`src/rtl/hazard_stall_ctrl.sv`:
```
// Pipeline hazard controller: forwarding selects, load-use and branch handling,
// multi-cycle data-memory wait with timeout, and a saturating stall-cycle counter.
module hazard_stall_ctrl #(
  parameter int MEM_TIMEOUT = 16,
  parameter int CNT_W       = 32
) (
  input  logic             clk,
  input  logic             rst,
  input  logic [4:0]       rs1D,
  input  logic [4:0]       rs2D,
  input  logic [4:0]       rs1E,
  input  logic [4:0]       rs2E,
  input  logic [4:0]       rdE,
  input  logic [4:0]       rdM,
  input  logic [4:0]       rdW,
  input  logic             regWriteM,
  input  logic             regWriteW,
  input  logic [1:0]       resultSrcE,
  input  logic             pcSrcE,
  input  logic             memReqM,
  input  logic             memAckM,
  output logic             stallF,
  output logic             stallD,
  output logic             flushD,
  output logic             stallE,
  output logic             flushE,
  output logic             stallM,
  output logic             flushW,
  output logic [1:0]       forwardAE,
  output logic [1:0]       forwardBE,
  output logic             memErr,
  output logic [CNT_W-1:0] stallCnt
);

  typedef enum logic {RUN, MEM_WAIT} state_t;

  localparam logic [7:0] TO_LAST = 8'(MEM_TIMEOUT - 1);

  state_t           state_q, state_d;
  logic [7:0]       tcnt_q, tcnt_d;
  logic             memErr_q, memErr_d;
  logic [CNT_W-1:0] stallCnt_q, stallCnt_d;

  logic lwStall, memStall, timingOut;

  // MEM result beats WB result when both target the same source register.
  function automatic logic [1:0] fwd_sel(input logic [4:0] rs, input logic [4:0] rd_m,
                                         input logic wr_m, input logic [4:0] rd_w,
                                         input logic wr_w);
    if (wr_m && rd_m != 5'd0 && rd_m == rs)      return 2'b10;
    else if (wr_w && rd_w != 5'd0 && rd_w == rs) return 2'b01;
    else                                         return 2'b00;
  endfunction

  assign forwardAE = fwd_sel(rs1E, rdM, regWriteM, rdW, regWriteW);
  assign forwardBE = fwd_sel(rs2E, rdM, regWriteM, rdW, regWriteW);

  assign lwStall   = (resultSrcE == 2'b01) && (rdE != 5'd0) && ((rdE == rs1D) || (rdE == rs2D));
  assign timingOut = (state_q == MEM_WAIT) && (tcnt_q == TO_LAST) && !memAckM;
  assign memStall  = ((state_q == RUN) && memReqM && !memAckM) ||
                     ((state_q == MEM_WAIT) && !memAckM && !timingOut);

  always_ff @(posedge clk or posedge rst) begin
    if (rst) begin
      state_q    <= RUN;
      tcnt_q     <= 8'd0;
      memErr_q   <= 1'b0;
      stallCnt_q <= '0;
    end else begin
      state_q    <= state_d;
      tcnt_q     <= tcnt_d;
      memErr_q   <= memErr_d;
      stallCnt_q <= stallCnt_d;
    end
  end

  always_comb begin
    state_d  = state_q;
    tcnt_d   = tcnt_q;
    memErr_d = memErr_q;
    case (state_q)
      RUN: begin
        if (memReqM && !memAckM) begin
          state_d = MEM_WAIT;
          tcnt_d  = 8'd1;
        end
      end
      MEM_WAIT: begin
        if (memAckM) begin
          state_d = RUN;
        end else if (timingOut) begin
          state_d  = RUN;
          memErr_d = 1'b1;
        end else begin
          tcnt_d = tcnt_q + 8'd1;
        end
      end
      default: state_d = RUN;
    endcase
  end

  // Stall/flush outputs are held low for as long as reset is asserted.
  always_comb begin
    stallF = 1'b0;
    stallD = 1'b0;
    flushD = 1'b0;
    stallE = 1'b0;
    flushE = 1'b0;
    stallM = 1'b0;
    flushW = 1'b0;
    if (!rst) begin
      if (memStall) begin
        stallF = 1'b1;
        stallD = 1'b1;
        stallE = 1'b1;
        stallM = 1'b1;
        flushW = 1'b1;
      end else if (pcSrcE) begin
        flushD = 1'b1;
        flushE = 1'b1;
      end else if (lwStall) begin
        stallF = 1'b1;
        stallD = 1'b1;
        flushE = 1'b1;
      end
    end
  end

  assign stallCnt_d = (stallF && (stallCnt_q != {CNT_W{1'b1}})) ? stallCnt_q + CNT_W'(1)
                                                                : stallCnt_q;

  assign memErr   = memErr_q;
  assign stallCnt = stallCnt_q;

endmodule
```
`config.mk`:
```
export PLATFORM = sky130hd
export DESIGN_NAME = hazard_stall_ctrl
export DESIGN_NICKNAME = d
export VERILOG_FILES = /design/src/rtl/hazard_stall_ctrl.sv
export SDC_FILE = /design/constraint.sdc
export NUM_CORES = 1
export LEC_CHECK = 0
export ABC_AREA = 1
export CAP_MARGIN = 20
export CORE_UTILIZATION = 35
export CTS_CLUSTER_DIAMETER = 40
export CTS_CLUSTER_SIZE = 10
export DETAILED_ROUTE_END_ITERATION = 6
export PLACE_DENSITY = 0.59
export SETUP_SLACK_MARGIN = 0.02
export SLEW_MARGIN = 40
export SYNTH_ARGS = -nofsm -noshare
export SYNTH_HDL_FRONTEND = slang
export SYNTH_SLANG_ARGS = --single-unit
```
`constraint.sdc`:
```
create_clock -name clk -period 3.3 [get_ports clk]
set_input_delay 0.33 -clock clk [delete_from_list [all_inputs] [get_ports clk]]
set_output_delay 0.33 -clock clk [all_outputs]
set_load 0.005 [all_outputs]
```
==> metrics.cfg, run 1 <==
[run_status]
outcome = completed

[sta]
setup_ws_ns = 0.5861
hold_viol_final = 0
finalSetupViolations = 0
rsz0062_at_grt = false
fin_crit_ns = 2.714
slew_violations = 0
fmaxAchievable_mhz = 368.5
tightest_slew_ns = 0.4801
finClkSkew_ns = 0.01068
finalSetupTns_ns = 0
slew_headroom = 0.6770
finalCritPeriodShare = 0.8224
holdWs_ns = 0.4320

[die]
start_util = 0.3674
die_w_um = 98.61
ios = 88
chipHeight_um = 98.61
rows = 34
core_mm2 = 0.008891
die_area_mm2 = 0.009724

[detailed_routing]
routedWlPerCell_um = 13.07
drt_iter0_markers = 167
vias_per_cell = 4.879
route.antenna.remaining_nets = 0
drt_wl_total_um = 8770
drc = 0
first_pass_iters = 5
vias = 3274

[run]
cap_violations = 0

[cells_and_area]
nNetsFinal = 608
n_antenna_cell = 0
seqCellArea_mm2 = 0.001051
final_util = 0.4852
fillers = 877
area_growth_pct = 32.06
drive_gt1_frac = 0.07993
fin_cells = 671
multi_input_area_mm2 = 0.001968
postLayoutCellArea_mm2 = 0.004314

[clock_tree]
cts_sinks = 42
insertion_delay_ns = 0.31
cts-resized-gates = 0
numCtsBuffers = 5
cts_hold_buf = 0
post_cts.repair.setup_buffers = 0
htreeDepth = 2
clk_path_buf_depth = 2
cts_tree = yes
clkSlewWorstSetupHoldPaths_ns = 0.08
cts_root_buf = clkbuf_8

[power]
p_total_mw = 1.301
power_density_mw_per_mm2 = 301.5
vdd_drop_max_v = 0.0002320
p_leak_nw = 1.968

[critical_path]
crit_path_frequent_cell = nand2_1
r2r_slack_ns = 1.03
crit_chain = ha_1 -> nand2_1 -> nor3_2 -> nand4_2 -> nand3_1 -> buf_4 -> nand2_1 -> a21oi_1 -> clkdlybuf4s50_1
start_kind = flop
cp.required_ns = 2.97
rr_endpoint = stallCnt[26]
cp.arrival_ns = 2.38
slowest_delay_ns = 0.53
regToRegStartpoint = stallCnt[0]
cp_max_fo = 17
cp_slowest_cell = clkdlybuf4s50_1
worst-r2r-cell-count = 9
critPathCaptureType = output pin
critPathKind = flop to output pin

[synthesis]
synth_area_mm2 = 0.003267
syn-num-nets = 523
ys_seq_area_frac = 0.3217
syn_avg_cell_area_um2 = 6.849
synth.distinct_cells = 30
syn_inst = 477
yosysWarningCount = 0
synth_seq_cells = 42

[placement]
gp_congestion = 0.9712
dpl.hpwl_um = 6939
io_buffers = 87
place_ws_ns = 0.7798
dp_cells = 663
placed_cell_area_mm2 = 0.004205

[global_routing]
antenna_found_initial = 0
grt_max_degree = 31
grt_pass1_wl_um = 14770
grt_usage = 0.1867
grt_pass1_vias = 2984
grt_overflow_total = 0

[min_path]
hp-class = input pin to asynchronous set/reset pin

==> kinds of logic (layout without fill, tap and decap cells) <==
kind of cell    Yosys count  in the layout  synth area share
compound gates           13             13           0.02336
xor+xnor                 45             45            0.1206
fa+ha+maj                 2              2          0.007659
buf+inv                  52            138           0.07583
flops                    42             42            0.3217
simple gates            323            323            0.4508
==> critical path, delay by kind of cell, from the launching register on <==
family / cells / cell delay (ns)
AND/OR/NAND/NOR: 5 / 0.57
AO/OA/AOI/OAI: 1 / 0.13
adder cells (fa/ha/maj): 1 / 0.24
buffers and inverters: 2 / 0.73
flip-flops: 1 / 0.42
==> area by class of cell <==
class	count	share of cell area
well taps	108	0.03132
flip-flops and latches	42	0.2436
repair buffers	92	0.2106
inverters	38	0.03306
multi-input cells	383	0.4562
clock inverters	3	0.009281
clock buffers	5	0.01595
==> flip-flops by register name, summed over array words and instances (netlist names) <==
signal	cells
stallCnt	32
memErr	1
state_q	1
tcnt_q	8
==> cell usage after synthesis, drive strengths merged <==
master / instances / area share
nor4: 2 / 0.0038
nor2: 54 / 0.070
ha: 2 / 0.0077
o31ai: 2 / 0.0046
dfrtp: 42 / 0.32
buf: 14 / 0.032
nand2: 183 / 0.23
a21oi: 2 / 0.0031
xnor2: 21 / 0.056
nand3b: 10 / 0.023
or2: 3 / 0.0057
inv: 38 / 0.044
nand4: 8 / 0.017
nand3: 49 / 0.080
xor2: 24 / 0.064
o21ai: 7 / 0.011
o21bai: 1 / 0.0023
a31o: 1 / 0.0027
nor3: 14 / 0.026
==> layout by cell type, fill, tap and decap left out, drive strengths merged <==
master and instances:
nand4 8, inv 37, a31o 1, clkbuf 5
bufinv 1, o21bai 1, dfrtp 42, o31ai 2
or2 3, clkinv 3, nor2 54, xor2 24
o21ai 7, clkdlybuf4s50 87, a21oi 2, nand3b 10
nor4 2, nand2 183, nor3 14, nand3 49
buf 5, xnor2 21, ha 2
==> metal layers <==
metal / GRT usage / vias up / wire length [um]
met4: 0.04133 / 0 / 76
li1: - / 1677 / -
met3: 0.02908 / 7 / 579
met1: 0.2844 / 1474 / 4530
met5: 0 / - / 0
met2: 0.2763 / 116 / 3584
==> power breakdown <==
part	switching (mW)	internal [mW]	leakage, nW
Combinational	0.132	0.157	1.33
Clock	0.187	0.223	0.0579
Sequential	0.0562	0.545	0.575
Total	0.375	0.926	1.97
==> how the worst max path moves through the flow <==
stage / startpoint / to / slack [ns] / depth (start not counted)
finish: tcnt_q[0] / flushE / 0.59 / 9
global route: tcnt_q[0] / flushE / 0.40 / 9
CTS: tcnt_q[0] / flushE / 0.57 / 9
detailed placement: rdE[4] / stallF / 0.78 / 10
global placement: rdE[0] / stallF / 0.79 / 10
floorplan: rst / stallF / 0.90 / 5
Power figures use the tool's default switching activity.
==> inputs of run 2 (changes only) <==
clock period = 2.6 ns   (was 3.3 ns; I/O delays follow)
==> metrics.cfg, run 2 (synthesis gave the netlist of run 1 again) <==
[detailed_routing]
wl_met2_um = 4002
top_layer = met4
drt_wl_total_um = 9493
first_pass_iters = 4
wl_met3_um = 476
drc = 0
route.antenna.remaining_nets = 0
routedWlPerCell_um = 14.11
vias_per_cell = 4.869
drt_iter0_markers = 170
wl_met1_um = 4910
vias = 3277

[critical_path]
critPathKind = flop to output pin
start_kind = flop
crit_chain = ha_2 -> nand2_1 -> nor3_2 -> nand4_2 -> nand4_1 -> nand2_4 -> clkdlybuf4s50_1
cp_slowest_cell = clkdlybuf4s50_1
cp.arrival_ns = 2.15
startpoint = tcnt_q[0]
r2r_slack_ns = 0.39
slowest_delay_ns = 0.61
cp_max_fo = 5
cp.required_ns = 2.34
regToRegStartpoint = stallCnt[1]
critPathCaptureType = output pin

[cells_and_area]
postLayoutCellArea_mm2 = 0.004333
final_util = 0.4873
area_growth_pct = 32.63
mostFrequentLayoutCell = nand2_1
n_antenna_cell = 0
mostFrequentLayoutCells = 169 x nand2_1, 87 x clkdlybuf4s50_1, 48 x nor2_1
drive_gt1_frac = 0.08673
largest_reg_flops = 32
nNetsFinal = 610

[sta]
hold_viol_final = 0
finClkSkew_ns = 0.01551
finalCritPeriodShare = 0.9273
finalSetupTns_ns = 0
slew_headroom = 0.7071
fmaxAchievable_mhz = 414.8
rsz0062_at_grt = false
tightest_slew_ns = 0.4353
fin_crit_ns = 2.411
slew_violations = 0
finalSetupViolations = 0

[clock_tree]
cts_hold_buf = 0
insertion_delay_ns = 0.31
cts_root_buf = clkbuf_8
cts_tree = yes
htreeDepth = 2
clkSlewWorstSetupHoldPaths_ns = 0.08
cts_sinks = 42
numCtsBuffers = 5
clk_path_buf_depth = 2

[die]
core_mm2 = 0.008891
start_util = 0.3674
ios = 88
rows = 34
chipHeight_um = 98.61
die_area_mm2 = 0.009724
die_w_um = 98.61

[min_path]
hp-class = input pin to asynchronous set/reset pin

[placement]
gp_congestion = 0.8819
dpl.hpwl_um = 7326
io_buffers = 87
placed_cell_area_mm2 = 0.004220

[power]
vdd_drop_max_v = 0.0002913
power_density_mw_per_mm2 = 388.0
p_leak_nw = 1.975

[global_routing]
grt_usage = 0.2046
grt_overflow_total = 0
grt_max_degree = 33
antenna_found_initial = 0
grt_pass1_vias = 3229
grt_pass1_wl_um = 15880

[run_status]
outcome = completed

[run]
cap_violations = 0

## run 2: cell count changes in the layout (fill, tap and decap cells not counted)
cell | previous run | this run
dfrtp_2 | 0 | 1
ha_1 | 2 | 1
ha_2 | 0 | 1
dfrtp_1 | 42 | 41
buf_4 | 5 | 7
## run 2: path summary, 6_finish.rpt
| kind | cells past startpoint | end |
|---|---|---|
| hold / removal | 3 | state_q |
| min in group clk | 1 | memErr |
| setup / recovery | 7 | stallF |
| max in group asynchronous | 3 | stallCnt[14] |
| hold reg to reg | 1 | memErr |
| setup reg to reg | 9 | stallCnt[6] |
## run 2: repair_timing
item	CTS	global route
endpoints found under the setup margin	0	4
buffers inserted	0	0
resized for setup	0	2
## run 2: layout make-up
cell class / instances / area, um2
repair buffers: 94 / 923.4
clock buffers: 5 / 68.82
well taps: 108 / 135.1
clock inverters: 3 / 40.04
flip-flops and latches: 42 / 1052
multi-input cells: 383 / 1971
fillers: 916 / 4558
inverters: 38 / 142.6
## run 2: routing by layer
metal | vias up | GRT usage
met4 | 0 | 0.05166
met1 | 1490 | 0.2983
met3 | 8 | 0.02979
li1 | 1673 | -
met2 | 106 | 0.3174
met5 | - | 0
## run 2: critical path, delay by kind of cell (launching register included)
kind | cells | cell delay [ns]
adders and majority gates | 1 | 0.22
buffers and inverters | 1 | 0.61
DFF | 1 | 0.44
and+or+nand+nor | 5 | 0.58
## run 2: metrics by stage
step           cells  hold slack (ns)  worst slack [ns]  power (mW)
2_1_floorplan    477           0.3569            0.3383      0.9548
3_3_place_gp     665           0.4608            0.2596       1.156
3_5_place_dp     665           0.4667            0.2570       1.161
4_1_cts          673           0.3361            0.1093       1.700
5_1_grt          673           0.3617           0.03365       1.774
6_report         673           0.3294            0.1889       1.681
## run 2: power breakdown
group          total [mW]  leakage, nW  internal, mW  switching (mW)
clock               0.530       0.0579         0.283           0.247
combinational       0.395         1.34         0.208           0.187
sequential          0.756        0.574         0.693          0.0622
==> inputs of run 3 (changes only) <==
CORE_MARGIN = 3   (was unset)
RECOVER_POWER = 25   (was unset)
==> metrics.cfg, run 3 (synthesis gave the netlist of run 1 again) <==
[detailed_routing]
first_pass_iters = 6
route.antenna.remaining_nets = 0
drc = 0
vias = 3318
routedWlPerCell_um = 13.85
drt_iter0_markers = 213
drt_wl_total_um = 9348
vias_per_cell = 4.916

[cells_and_area]
largest_reg_flops = 32
n_antenna_cell = 0
mostFrequentLayoutCells = 169 x nand2_1, 85 x clkdlybuf4s50_1, 48 x nor2_1
drive_gt1_frac = 0.08642
final_util = 0.4889
fillers = 913
fin_cells = 675
area_growth_pct = 33.05
mostFrequentLayoutCell = nand2_1
nNetsFinal = 612

[min_path]
min_from = memErr
hold_path_depth = 1
hp-class = flop to flop
min_to = memErr

[clock_tree]
cts_sinks = 42
cts_root_buf = clkbuf_8
htreeDepth = 2
clkSlewWorstSetupHoldPaths_ns = 0.08
clk_path_buf_depth = 2
numCtsBuffers = 5
cts_hold_buf = 0
insertion_delay_ns = 0.29
cts_tree = yes

[critical_path]
critPathKind = flop to output pin
cp.required_ns = 2.34
startpoint = tcnt_q[0]
r2r_slack_ns = 0.56
cp.arrival_ns = 2.09
rr_endpoint = stallCnt[21]
critPathCaptureType = output pin
cp_max_fo = 4
regToRegStartpoint = tcnt_q[0]
worst-r2r-cell-count = 10
start_kind = flop

[sta]
finalCritPeriodShare = 0.9042
hold_viol_final = 0
finalSetupViolations = 0
slew_headroom = 0.3920
fmaxAchievable_mhz = 425.4
finalSetupTns_ns = 0
setup_ws_ns = 0.2492
tightest_slew_ns = 0.9120
rsz0062_at_grt = false
fin_crit_ns = 2.351
slew_violations = 0
finClkSkew_ns = 0.009926

[placement]
gp_congestion = 0.9216
io_buffers = 87
place_ws_ns = 0.3328
dpl.hpwl_um = 7467
dp_cells = 666

[die]
chipHeight_um = 102.6
die_area_mm2 = 0.01053
core_mm2 = 0.008891
start_util = 0.3674
die_w_um = 102.6
ios = 88
rows = 34

[global_routing]
grt_pass1_vias = 3164
grt_max_degree = 31
grt_overflow_total = 0
antenna_found_initial = 0
grt_usage = 0.1817
grt_pass1_wl_um = 15390

[power]
power_density_mw_per_mm2 = 378.3
p_leak_nw = 1.996
vdd_drop_max_v = 0.0002842

[run_status]
outcome = completed

[run]
cap_violations = 0

[run 3: how the worst max path moves through the flow]
| stage | depth (start not counted) | slack, ns | to |
|---|---|---|---|
| after floorplan | 5 | 0.34 | stallF |
| after global placement | 6 | 0.36 | forwardAE[0] |
| after detailed placement | 13 | 0.33 | stallCnt[22] |
| after CTS | 7 | 0.13 | stallE |
| after global routing | 7 | 0.10 | stallE |
| final | 8 | 0.25 | flushD |
[run 3: worst max-delay path, stage by stage, from the launching register on]
cell and delay [ns]:
dfrtp_1 0.40, ha_2 0.22, nand2_1 0.07, nor3_2 0.13
nand4_2 0.14, nand3_1 0.13, nand2_1 0.08, nor2_1 0.11
clkdlybuf4s50_1 0.52
[run 3: what timing repair did]
| item | 4_1_cts | 5_1_grt |
|---|---|---|
| gates resized for setup | 0 | 2 |
| setup endpoints to repair | 0 | 1 |
| hold endpoints to repair | 0 | 0 |
| setup buffers | 0 | 1 |
[run 3: area by class of cell]
cell class | instances | area (um2) | area share
clock buffer | 8 | 110.1 | 0.02533
sequential | 42 | 1051 | 0.2418
inverter | 38 | 142.6 | 0.03282
multi-input combinational | 383 | 1971 | 0.4534
tap | 108 | 135.1 | 0.03109
timing repair buffer | 96 | 937.1 | 0.2156
[run 3: through the flow]
stage | hold slack, ns | total power, mW | cell area, um2
3_3_place_gp | 0.4627 | 1.154 | 4228
3_5_place_dp | 0.4769 | 1.157 | 4228
2_1_floorplan | 0.3569 | 0.9548 | 3267
6_report | 0.4976 | 1.644 | 4347
4_1_cts | 0.3559 | 1.662 | 4338
5_1_grt | 0.5259 | 1.740 | 4347
[run 3: routing by layer]
layer,GRT usage,share of wire
met1,0.2748,0.50
met2,0.2701,0.41
met3,0.03451,0.074
met4,0.03532,0.0088
met5,0,0
[run 3: where the power goes]
part	total, mW	switching (mW)	internal [mW]
registers	0.752	0.0596	0.692
logic	0.396	0.184	0.212
clock network	0.496	0.228	0.268
total	1.64	0.471	1.17
